## src/rtl/simplez_pkg.sv

```systemverilog
`default_nettype none
// ============================================================================
// Module      : simplez_pkg
// Description : Shared constants and types for the Simplez screen peripheral:
//               bus widths, memory-mapped register addresses and the serial
//               transmitter state encoding.
// Revision    : 1.0 - initial release
// ============================================================================
package simplez_pkg;

    // CPU bus geometry
    localparam int DATAW    = 12;
    localparam int ADDRW    = 9;

    // Memory-mapped register addresses (keyboard pair reserved for the sibling block)
    localparam int SCR_STAT = 508;
    localparam int SCR_DATA = 509;
    localparam int KBD_STAT = 510;
    localparam int KBD_DATA = 511;

    // Serial transmitter states
    typedef enum logic [1:0] {
        ST_IDLE  = 2'd0,
        ST_START = 2'd1,
        ST_DATA  = 2'd2,
        ST_STOP  = 2'd3
    } tx_state_t;

endpackage
`default_nettype wire

```

## src/rtl/simplez_uart_tx.sv

```systemverilog
`default_nettype none
// ============================================================================
// Module      : simplez_uart_tx
// Description : 8N1 serial transmitter, LSB first, idle high. A character is
//               taken when start is high in IDLE, or at the end of STOP for
//               back-to-back frames; load pulses on the edge it is taken.
//               Registers update on the falling clock edge.
// Revision    : 1.0 - initial release
// ============================================================================
module simplez_uart_tx #(
    parameter int BAUD_DIV = 104
) (
    input  logic       clk,
    input  logic       rstn,
    input  logic       start,
    input  logic [7:0] data,
    output logic       busy,
    output logic       load,
    output logic       tx
);
    import simplez_pkg::*;

    localparam int            CW     = $clog2(BAUD_DIV);
    localparam logic [CW-1:0] C_LAST = CW'(BAUD_DIV - 1);

    tx_state_t     r_state;
    tx_state_t     w_next;
    logic [CW-1:0] r_cnt;
    logic [2:0]    r_bit;
    logic [7:0]    r_shift;
    logic          w_expire;

    assign w_expire = (r_cnt == C_LAST);
    assign busy     = (r_state != ST_IDLE);

    // Next-state decode, character-take strobe and line level
    always_comb begin
        w_next = r_state;
        load   = 1'b0;
        tx     = 1'b1;
        case (r_state)
            ST_IDLE: begin
                if (start) begin
                    w_next = ST_START;
                    load   = 1'b1;
                end
            end
            ST_START: begin
                tx = 1'b0;
                if (w_expire) w_next = ST_DATA;
            end
            ST_DATA: begin
                tx = r_shift[0];
                if (w_expire && (r_bit == 3'd7)) w_next = ST_STOP;
            end
            ST_STOP: begin
                if (w_expire) begin
                    if (start) begin
                        w_next = ST_START;
                        load   = 1'b1;
                    end else begin
                        w_next = ST_IDLE;
                    end
                end
            end
            default: w_next = ST_IDLE;
        endcase
    end

    // State, baud counter (zeroed on every state entry), bit counter and shifter
    always_ff @(negedge clk) begin
        if (!rstn) begin
            r_state <= ST_IDLE;
            r_cnt   <= '0;
            r_bit   <= 3'd0;
            r_shift <= 8'd0;
        end else begin
            r_state <= w_next;

            if ((w_next != r_state) || w_expire || (r_state == ST_IDLE))
                r_cnt <= '0;
            else
                r_cnt <= r_cnt + 1'b1;

            if ((r_state == ST_DATA) && w_expire)
                r_bit <= r_bit + 3'd1;
            else if (r_state != ST_DATA)
                r_bit <= 3'd0;

            if (load)
                r_shift <= data;
            else if ((r_state == ST_DATA) && w_expire)
                r_shift <= {1'b0, r_shift[7:1]};
        end
    end

endmodule
`default_nettype wire

```

## src/rtl/simplez_screen.sv

```systemverilog
`default_nettype none
// ============================================================================
// Module      : simplez_screen
// Description : Simplez memory-mapped screen port. SCR_STAT (508) reads back
//               the ready flag, SCR_DATA (509) accepts a character which is
//               sent on tx as an 8N1 frame. Registers update on the falling
//               clock edge; reset is synchronous, active low.
//               Build option SIMPLEZ_SCREEN_FIFO_EN: queue characters in a
//               4-entry FIFO instead of a single holding register.
// Revision    : 1.0 - initial release
// ============================================================================
module simplez_screen #(
    parameter int DATAW    = simplez_pkg::DATAW,
    parameter int ADDRW    = simplez_pkg::ADDRW,
    parameter int BAUD_DIV = 104
) (
    input  logic             clk,
    input  logic             rstn,
    input  logic [ADDRW-1:0] addr,
    input  logic             rd,
    input  logic             wr,
    input  logic [DATAW-1:0] data_in,
    output logic [DATAW-1:0] data_out,
    output logic             hit,
    output logic             tx
);
    import simplez_pkg::*;

    logic       w_is_stat;
    logic       w_is_data;
    logic       w_wr_data;
    logic       w_ready;
    logic       w_start;
    logic       w_load;
    logic       w_busy;
    logic [7:0] w_tx_data;
    logic       w_unused_bits;

    assign w_is_stat     = (addr == ADDRW'(SCR_STAT));
    assign w_is_data     = (addr == ADDRW'(SCR_DATA));
    assign hit           = w_is_stat || w_is_data;
    assign w_wr_data     = wr && w_is_data;
    assign w_unused_bits = ^data_in[DATAW-1:8];

    // Read register: status returns ready sampled before any same-cycle write
    always_ff @(negedge clk) begin
        if (!rstn)
            data_out <= '0;
        else if (rd)
            data_out <= w_is_stat ? DATAW'(w_ready) : '0;
    end

`ifdef SIMPLEZ_SCREEN_FIFO_EN
    logic [7:0] r_mem [4];
    logic [1:0] r_wr_ptr;
    logic [1:0] r_rd_ptr;
    logic [2:0] r_count;
    logic       w_full;
    logic       w_push;
    logic       w_unused_busy;

    assign w_full        = (r_count == 3'd4);
    assign w_ready       = !w_full;
    assign w_start       = (r_count != 3'd0);
    assign w_tx_data     = r_mem[r_rd_ptr];
    // A pop frees a slot in the same edge, so a write while full still lands
    assign w_push        = w_wr_data && (!w_full || w_load);
    assign w_unused_busy = w_busy;

    // FIFO storage
    always_ff @(negedge clk) begin
        if (w_push) r_mem[r_wr_ptr] <= data_in[7:0];
    end

    // FIFO pointers and occupancy
    always_ff @(negedge clk) begin
        if (!rstn) begin
            r_wr_ptr <= 2'd0;
            r_rd_ptr <= 2'd0;
            r_count  <= 3'd0;
        end else begin
            if (w_push) r_wr_ptr <= r_wr_ptr + 2'd1;
            if (w_load) r_rd_ptr <= r_rd_ptr + 2'd1;
            case ({w_push, w_load})
                2'b10:   r_count <= r_count + 3'd1;
                2'b01:   r_count <= r_count - 3'd1;
                default: r_count <= r_count;
            endcase
        end
    end
`else
    logic       r_pending;
    logic [7:0] r_hold;

    // Only accept a character when the line is idle and nothing is waiting
    assign w_ready   = !w_busy && !r_pending;
    assign w_start   = r_pending;
    assign w_tx_data = r_hold;

    // Single holding register; cleared once the transmitter takes it
    always_ff @(negedge clk) begin
        if (!rstn) begin
            r_pending <= 1'b0;
            r_hold    <= 8'd0;
        end else if (w_wr_data && w_ready) begin
            r_pending <= 1'b1;
            r_hold    <= data_in[7:0];
        end else if (w_load) begin
            r_pending <= 1'b0;
        end
    end
`endif

    simplez_uart_tx #(
        .BAUD_DIV (BAUD_DIV)
    ) u_tx (
        .clk   (clk),
        .rstn  (rstn),
        .start (w_start),
        .data  (w_tx_data),
        .busy  (w_busy),
        .load  (w_load),
        .tx    (tx)
    );

endmodule
`default_nettype wire

```

## config.mk

```make
export PLATFORM = sky130hd
export DESIGN_NAME = simplez_screen
export DESIGN_NICKNAME = d
export VERILOG_FILES = /design/src/rtl/simplez_pkg.sv /design/src/rtl/simplez_uart_tx.sv /design/src/rtl/simplez_screen.sv
export SDC_FILE = /design/constraint.sdc
export NUM_CORES = 1
export LEC_CHECK = 0
export BUFFER_PORTS_ARGS = -buffer_cell sky130_fd_sc_hd__buf_2
export CORE_UTILIZATION = 30
export DETAILED_ROUTE_END_ITERATION = 8
export PLACE_DENSITY = 0.58
export SYNTH_ARGS = -nofsm -noshare
export SYNTH_HDL_FRONTEND = slang
export SYNTH_SLANG_ARGS = --single-unit
```

## constraint.sdc

```tcl
create_clock -name clk -period 3 [get_ports clk]
set_input_delay 0.15 -clock clk [delete_from_list [all_inputs] [get_ports clk]]
set_output_delay 0.15 -clock clk [all_outputs]
set_load 0.02 [all_outputs]
```

# Word level (Yosys, flattened, before mapping)
# Index checks and enable logic that the tools add are counted.
[op_classes]
n_addsub = 2
n_eq_ne = 9
n_mux = 17
n_bitwise = 1
reduce_logical = 16
[ops]
columns = ["op", "n"]
rows = [
  ["$eq 9x9->1 const B", 2],
  ["$mux 8", 2],
  ["$mux 2", 4],
  ["$pmux 2 s4", 1],
  ["$reduce_bool 2->1", 4],
  ["$add 7x1->7 const B", 1],
  ["$eq 7x7->1 const B", 1],
  ["$mux 1", 6],
  ["$mux 3", 2],
  ["$logic_and 1x1->1", 5],
  ["$eq 2x2->1 const B", 2],
  ["$pmux 1 s2", 2],
  ["$add 3x1->3 const B", 1],
  ["$eq 3x3->1 const B", 1],
  ["$logic_or 1x1->1", 3],
  ["$eq 2x1->1 const B", 1],
  ["$logic_not 1->1", 2],
  ["$logic_not 2->1", 1],
  ["$ne 2x2->1", 1],
  ["$ne 2x2->1 const B", 1],
  ["$reduce_or 2->1", 1],
  ["$not 1->1", 1],
]
[totals]
reg_bits = 41
inputBits = 25
out_inout_bits = 14
elab_cells = 52

# Longest topological paths before layout
# Gate-level depths: netlist (run 1).
[logic_depth]
word_depth = 8
ltp_mapped = 8
mapped_depth_nobuf = 6

# Hierarchy
# Synthesis (run 1) repeated with hierarchy kept, for this count alone.
[unflattened]
cells_unflattened = 182
area_unflattened_um2 = 1657.8
[modules_own_cells]
columns = ["mod", "n_inst", "cells_each", "area_each_um2", "seq_area_each_um2"]
rows = [
  ["simplez_uart_tx", 1, 120, 1111.1, 400.4],
  ["simplez_screen", 1, 62, 546.8, 200.2],
]

==> results.yml, run 1 <==
status:
  status: "complete, no violations"
routing:
  wl_per_cell_microns: 10.6
  vias: 1412
  via_per_inst: 4.60
  postRouteAntennaNets: 0
  drc_errors: 0
  drtPass1Iterations: 4
  drt_iter0_markers: 46
  wl_mm: 3.26
synth:
  yosys.area_share.simple: 0.193
  synth_edf_count: 0
  synth_area_sq_mm: 0.00170
  synthAdderAreaFrac: 0.0588
  synth_xor_xnor_area_share: 0.0309
  synth_top_family_by_area: "compound AO/OA/AOI/OAI gates"
  muxShareOfSynthArea: 0.0353
  ys_top_cells_by_area: "dfxtp_1 35%, o41ai_2 6.7%, ha_1 5.9%"
  ys.flop_type: "dfxtp_1"
  syn_inst: 183
  yosysTopAreaCell: "dfxtp_1"
  synth_compound_area_frac: 0.232
  synth_top_area_frac: 0.353
  syn_avg_cell_area_sq_um: 9.31
  synth_warnings: 0
  async_flop_share: 0
  yosysUniqueCellTypes: 45
  ys_seq_elements: 30
  synth-seq-area-share: 0.353
power:
  p_per_area_mw_per_mm2: 465
  p_leak_nw: 0.856
  ir_worst_vdd_uv: 283
floorplan:
  coreArea_sq_mm: 0.00547
  die_area_sq_mm: 0.00598
  die_height_microns: 77.3
  rows: 27
  start_util: 0.311
  die_x_microns: 77.3
  io_pins: 39
placement:
  post-place-ws_ns: 0.242
  hpwl_mm: 2.22
  place_congestion: 0.753
  io_buffers: 23
cts:
  cts_tree: "yes"
  cts_buffer_depth: 2
  htree_levels: 2
  clock_latency_ns: 0.35
  cts_root_buffer: "clkbuf_8"
  cts_hold_buf: 0
  clock-sinks: 30
  clkTransAtPathRegs_ns: 0.03
  cts_made_buffers: 5
  cts_setup_buffers: 0
cells_and_area:
  layout_commonest_cell: "inv_1"
  nets: 269
  antenna_cells: 0
  drive_gt1_frac: 0.230
  final.fill_count: 587
  layout_common_cells: "37 x inv_1, 28 x dfxtp_1, 22 x buf_2, 21 x nand2_1, 13 x nor2_1"
  syn2layout_area_growth_pct: 20.2
global_routing:
  grt_use_met1: 0.132
  first_global_vias: 1410
  grt_util_met2: 0.187
  grt_pass1_wl_mm: 5.71
  grt_usage: 0.119
  grt_start_max_net_pins: 29
  grt-busiest-layer: "met2"
  antenna_found_initial: 0
  grtUsageMet3: 0.0447
  grt-ovfl-total: 0
setup_path:
  critPathMaxFanout: 6
  critPathLaunchType: "flip-flop"
  required_ns: 2.85
  arrival_ns: 2.76
  endpoint_kind: "output pin"
  critPathKind: "flip-flop to output pin"
timing:
  timing.final.ws_setup_ns: 0.0870
  finalHoldViolCount: 0
  skew_ns: 0.0154
  grt_setup_unrepaired: "no"
  setup-violations-final: 0
  fin_setup_tns_ns: 0
  slew_violations: 0
flow_run:
  maxCapViolations: 0
worst_hold_path:
  hold_path.class: "flip-flop to flip-flop"
## cells by family (layout without fill, tap and decap cells)
kind of cell	after synthesis	in the layout
mux	6	6
xor+xnor	6	6
flops	30	30
fa+ha+maj	8	8
buf+inv	28	70
compound gates	45	45
other cells	1	11
simple gates	59	59
## Yosys cell counts, types with 2 or more instances
cell type / n
a21oi_1: 12
buf_2: 4
xor2_1: 2
mux2i_1: 6
inv_1: 9
nand2_1: 21
ha_1: 8
nand3_1: 12
o21ai_0: 4
xnor2_1: 4
o41ai_2: 7
buf_4: 12
dfxtp_1: 30
o21ai_1: 9
nor2_1: 13
## power by group
part	switching (mW)	internal [mW]	leakage, nW
clock network	0.241	0.205	0.196
registers	0.00286	0.404	0.243
logic	0.0639	0.0338	0.417
## path summary, 6_finish.rpt
path | startpoint | endpoint | slack (ns) | cells after the start
worst max-delay path | u_tx.r_state[0] | tx | 0.09 | 5
worst min-delay path | u_tx.r_bit[2] | u_tx.r_bit[2] | 0.45 | 2
worst min register to register | u_tx.r_bit[2] | u_tx.r_bit[2] | 0.45 | 2
worst max register to register | u_tx.r_state[0] | u_tx.r_cnt[6] | 1.12 | 7
## timing repair
item / 4_1_cts / 5_1_grt
pin swaps: 0 / 1
resized for setup: 5 / 3
setup endpoints to repair: 1 / 1
## critical path: stages (launching register included)
cell and delay (ns):
dfxtp_4 0.35, inv_1 0.11, ha_2 0.20, nand2_1 0.05
o21ai_1 0.07, buf_4 0.15
## state kept, by name, indices dropped and copies added (netlist names)
| signal | count |
|---|---|
| r_hold | 8 |
| u_tx.r_shift | 8 |
| u_tx.r_bit | 3 |
| r_pending | 1 |
| data_out | 1 |
| u_tx.r_state | 2 |
| u_tx.r_cnt | 7 |
## per-layer routing
layer	vias up	wire length (microns)	share of wire
met5	-	0	0
met4	0	38	0.012
met3	4	111	0.034
met2	26	1510	0.46
met1	647	1610	0.49
li1	735	-	-
## through the flow
step	utilization	power [mW]	hold WS [ns]	cell area, sq um	std cells
floorplan	-	0.555	0.430	1740	193
global placement	0.338	0.571	0.447	1850	272
detailed placement	0.338	0.572	0.455	1850	272
CTS	0.373	0.978	0.459	2040	307
global route	0.374	1.03	0.472	2050	307
finish	0.374	0.951	0.454	2050	307
## layout make-up
class,instances,area [sq um],area share
multi-input combinational,135,982,0.480
clock buffer,5,68.8,0.0336
sequential,30,606,0.296
clock inverter,31,118,0.0575
inverter,8,30.0,0.0147
timing repair buffer,26,153,0.0746
tap,72,90.1,0.0440
(Power assumes the default switching activity.)
==> inputs of run 2 (changes only) <==
--- a/config.mk
+++ b/config.mk
@@ -6,6 +6,7 @@
 export NUM_CORES = 1
 export LEC_CHECK = 0
 export BUFFER_PORTS_ARGS = -buffer_cell sky130_fd_sc_hd__buf_2
+export CORE_ASPECT_RATIO = 0.75
 export CORE_UTILIZATION = 30
 export DETAILED_ROUTE_END_ITERATION = 8
 export PLACE_DENSITY = 0.58
==> run 2 against run 1 <==
Effect of this change:
- clock power rose by 6.7%
- largest cell class unchanged
- first-iteration DRC count fell by 30%
- critical endpoint unchanged
- sequential share of layout area fell by 0.92 points
- flip-flop and latch count did not move
==> results.yml, run 2 (synthesized netlist as in run 1, its figures left out) <==
floorplan:
  start_util: 0.315
  io_pins: 39
  die_height_microns: 67.2
  coreArea_sq_mm: 0.00541
  die_area_sq_mm: 0.00598
  die_x_microns: 89.0
  rows: 23
setup_path:
  endpoint_kind: "output pin"
  critPathKind: "flip-flop to output pin"
  required_ns: 2.85
  arrival_ns: 2.80
  critPathLaunchType: "flip-flop"
  critPathMaxFanout: 3
cts:
  clkTransAtPathRegs_ns: 0.05
  cts_setup_buffers: 0
  clock_latency_ns: 0.35
  clock-sinks: 30
  cts_tree: "yes"
  cts_hold_buf: 0
  cts_buffer_depth: 2
  cts_root_buffer: "clkbuf_8"
  htree_levels: 2
  cts_made_buffers: 5
cells_and_area:
  layout_common_cells: "37 x inv_1, 29 x dfxtp_1, 22 x buf_2, 21 x nand2_1, 13 x nor2_1"
  reg_top3: "r_hold: 8 flops, u_tx.r_shift: 8 flops, u_tx.r_cnt: 7 flops"
  multi_input_area_sq_mm: 0.00100
  nets: 271
  layout_commonest_cell: "inv_1"
  regArea_sq_um: 602
  layout.cells.non_filler: 314
  syn2layout_area_growth_pct: 23.3
  drive_gt1_frac: 0.243
  final.fill_count: 592
  antenna_cells: 0
global_routing:
  grt_start_max_net_pins: 29
  grt-ovfl-total: 0
  first_global_vias: 1373
  antenna_found_initial: 0
  grt_pass1_wl_mm: 5.71
  grt_usage: 0.126
placement:
  dp_cells: 277
  io_buffers: 23
  post-place-ws_ns: 0.241
  place_congestion: 0.736
  hpwl_mm: 2.29
timing:
  whs_ns: 0.456
  setup-violations-final: 0
  slew_violations: 0
  finalHoldViolCount: 0
  fin_setup_tns_ns: 0
  skew_ns: 0.0152
  timing.final.ws_setup_ns: 0.0450
power:
  ir_worst_vdd_uv: 224
  finalPower_uw: 987
  p_leak_nw: 0.880
  p_per_area_mw_per_mm2: 470
routing:
  via_per_inst: 4.65
  postRouteAntennaNets: 0
  drtPass1Iterations: 4
  wl_mm: 3.39
  drc_errors: 0
  vias: 1459
  wl_per_cell_microns: 10.8
  drt_iter0_markers: 32
flow_run:
  maxCapViolations: 0
status:
  status: "complete, no violations"
worst_hold_path:
  hold_path.class: "flip-flop to flip-flop"
-- run 2: cell count changes in the layout (fill, tap and decap cells not counted) --
cell,change
buf_4,+1
inv_4,+2
buf_6,+1
ha_2,-1
ha_4,+1
dfxtp_1,+1
o21ai_4,+1
o21ai_1,-1
dfxtp_4,-1
-- run 2: critical path, stage by stage (launching register included) --
cell and delay, ns:
dfxtp_1 0.32, inv_2 0.08, ha_2 0.23, nand2_1 0.11
o21ai_4 0.08, buf_6 0.13
-- run 2: what timing repair did --
item | CTS | global route
cloned | 0 | 0
hold endpoints to repair | 0 | 0
resized for setup | 4 | 6
pin swaps | 0 | 1
setup endpoints to repair | 1 | 1
-- run 2: worst paths after layout --
kind / startpoint / endpoint / slack [ns] / depth (start not counted)
setup / recovery: u_tx.r_state[0] / tx / 0.05 / 5
hold / removal: u_tx.r_bit[2] / u_tx.r_bit[2] / 0.46 / 2
setup reg to reg: u_tx.r_state[1] / u_tx.r_cnt[2] / 1.05 / 7
hold reg to reg: u_tx.r_bit[2] / u_tx.r_bit[2] / 0.46 / 2
-- run 2: metrics by stage --
stage / cell area (sq um) / utilization
global placement: 1870 / 0.346
detailed placement: 1870 / 0.346
global route: 2100 / 0.388
CTS: 2070 / 0.383
finish: 2100 / 0.388
floorplan: 1740 / -
-- run 2: area by class of cell --
| cell class | instances | area share |
|---|---|---|
| flip-flops and latches | 30 | 0.287 |
| clock inverters | 33 | 0.0620 |
| repair buffers | 28 | 0.0816 |
| inverters | 8 | 0.0143 |
| well taps | 75 | 0.0447 |
| multi-input cells | 135 | 0.478 |
| clock buffers | 5 | 0.0328 |
-- run 2: where the power goes --
group | switching (mW) | leakage (nW) | internal (mW)
registers | 0.00271 | 0.242 | 0.405
clock network | 0.262 | 0.205 | 0.214
logic | 0.0657 | 0.433 | 0.0376
-- run 2: metal layers --
layer  GRT usage  up-vias  routed length [microns]
li1            -      747                        -
met1       0.146      660                     1730
met2       0.175       49                     1410
met3      0.0758        3                      229
met4      0.0813        0                       21
met5           0        -                        0
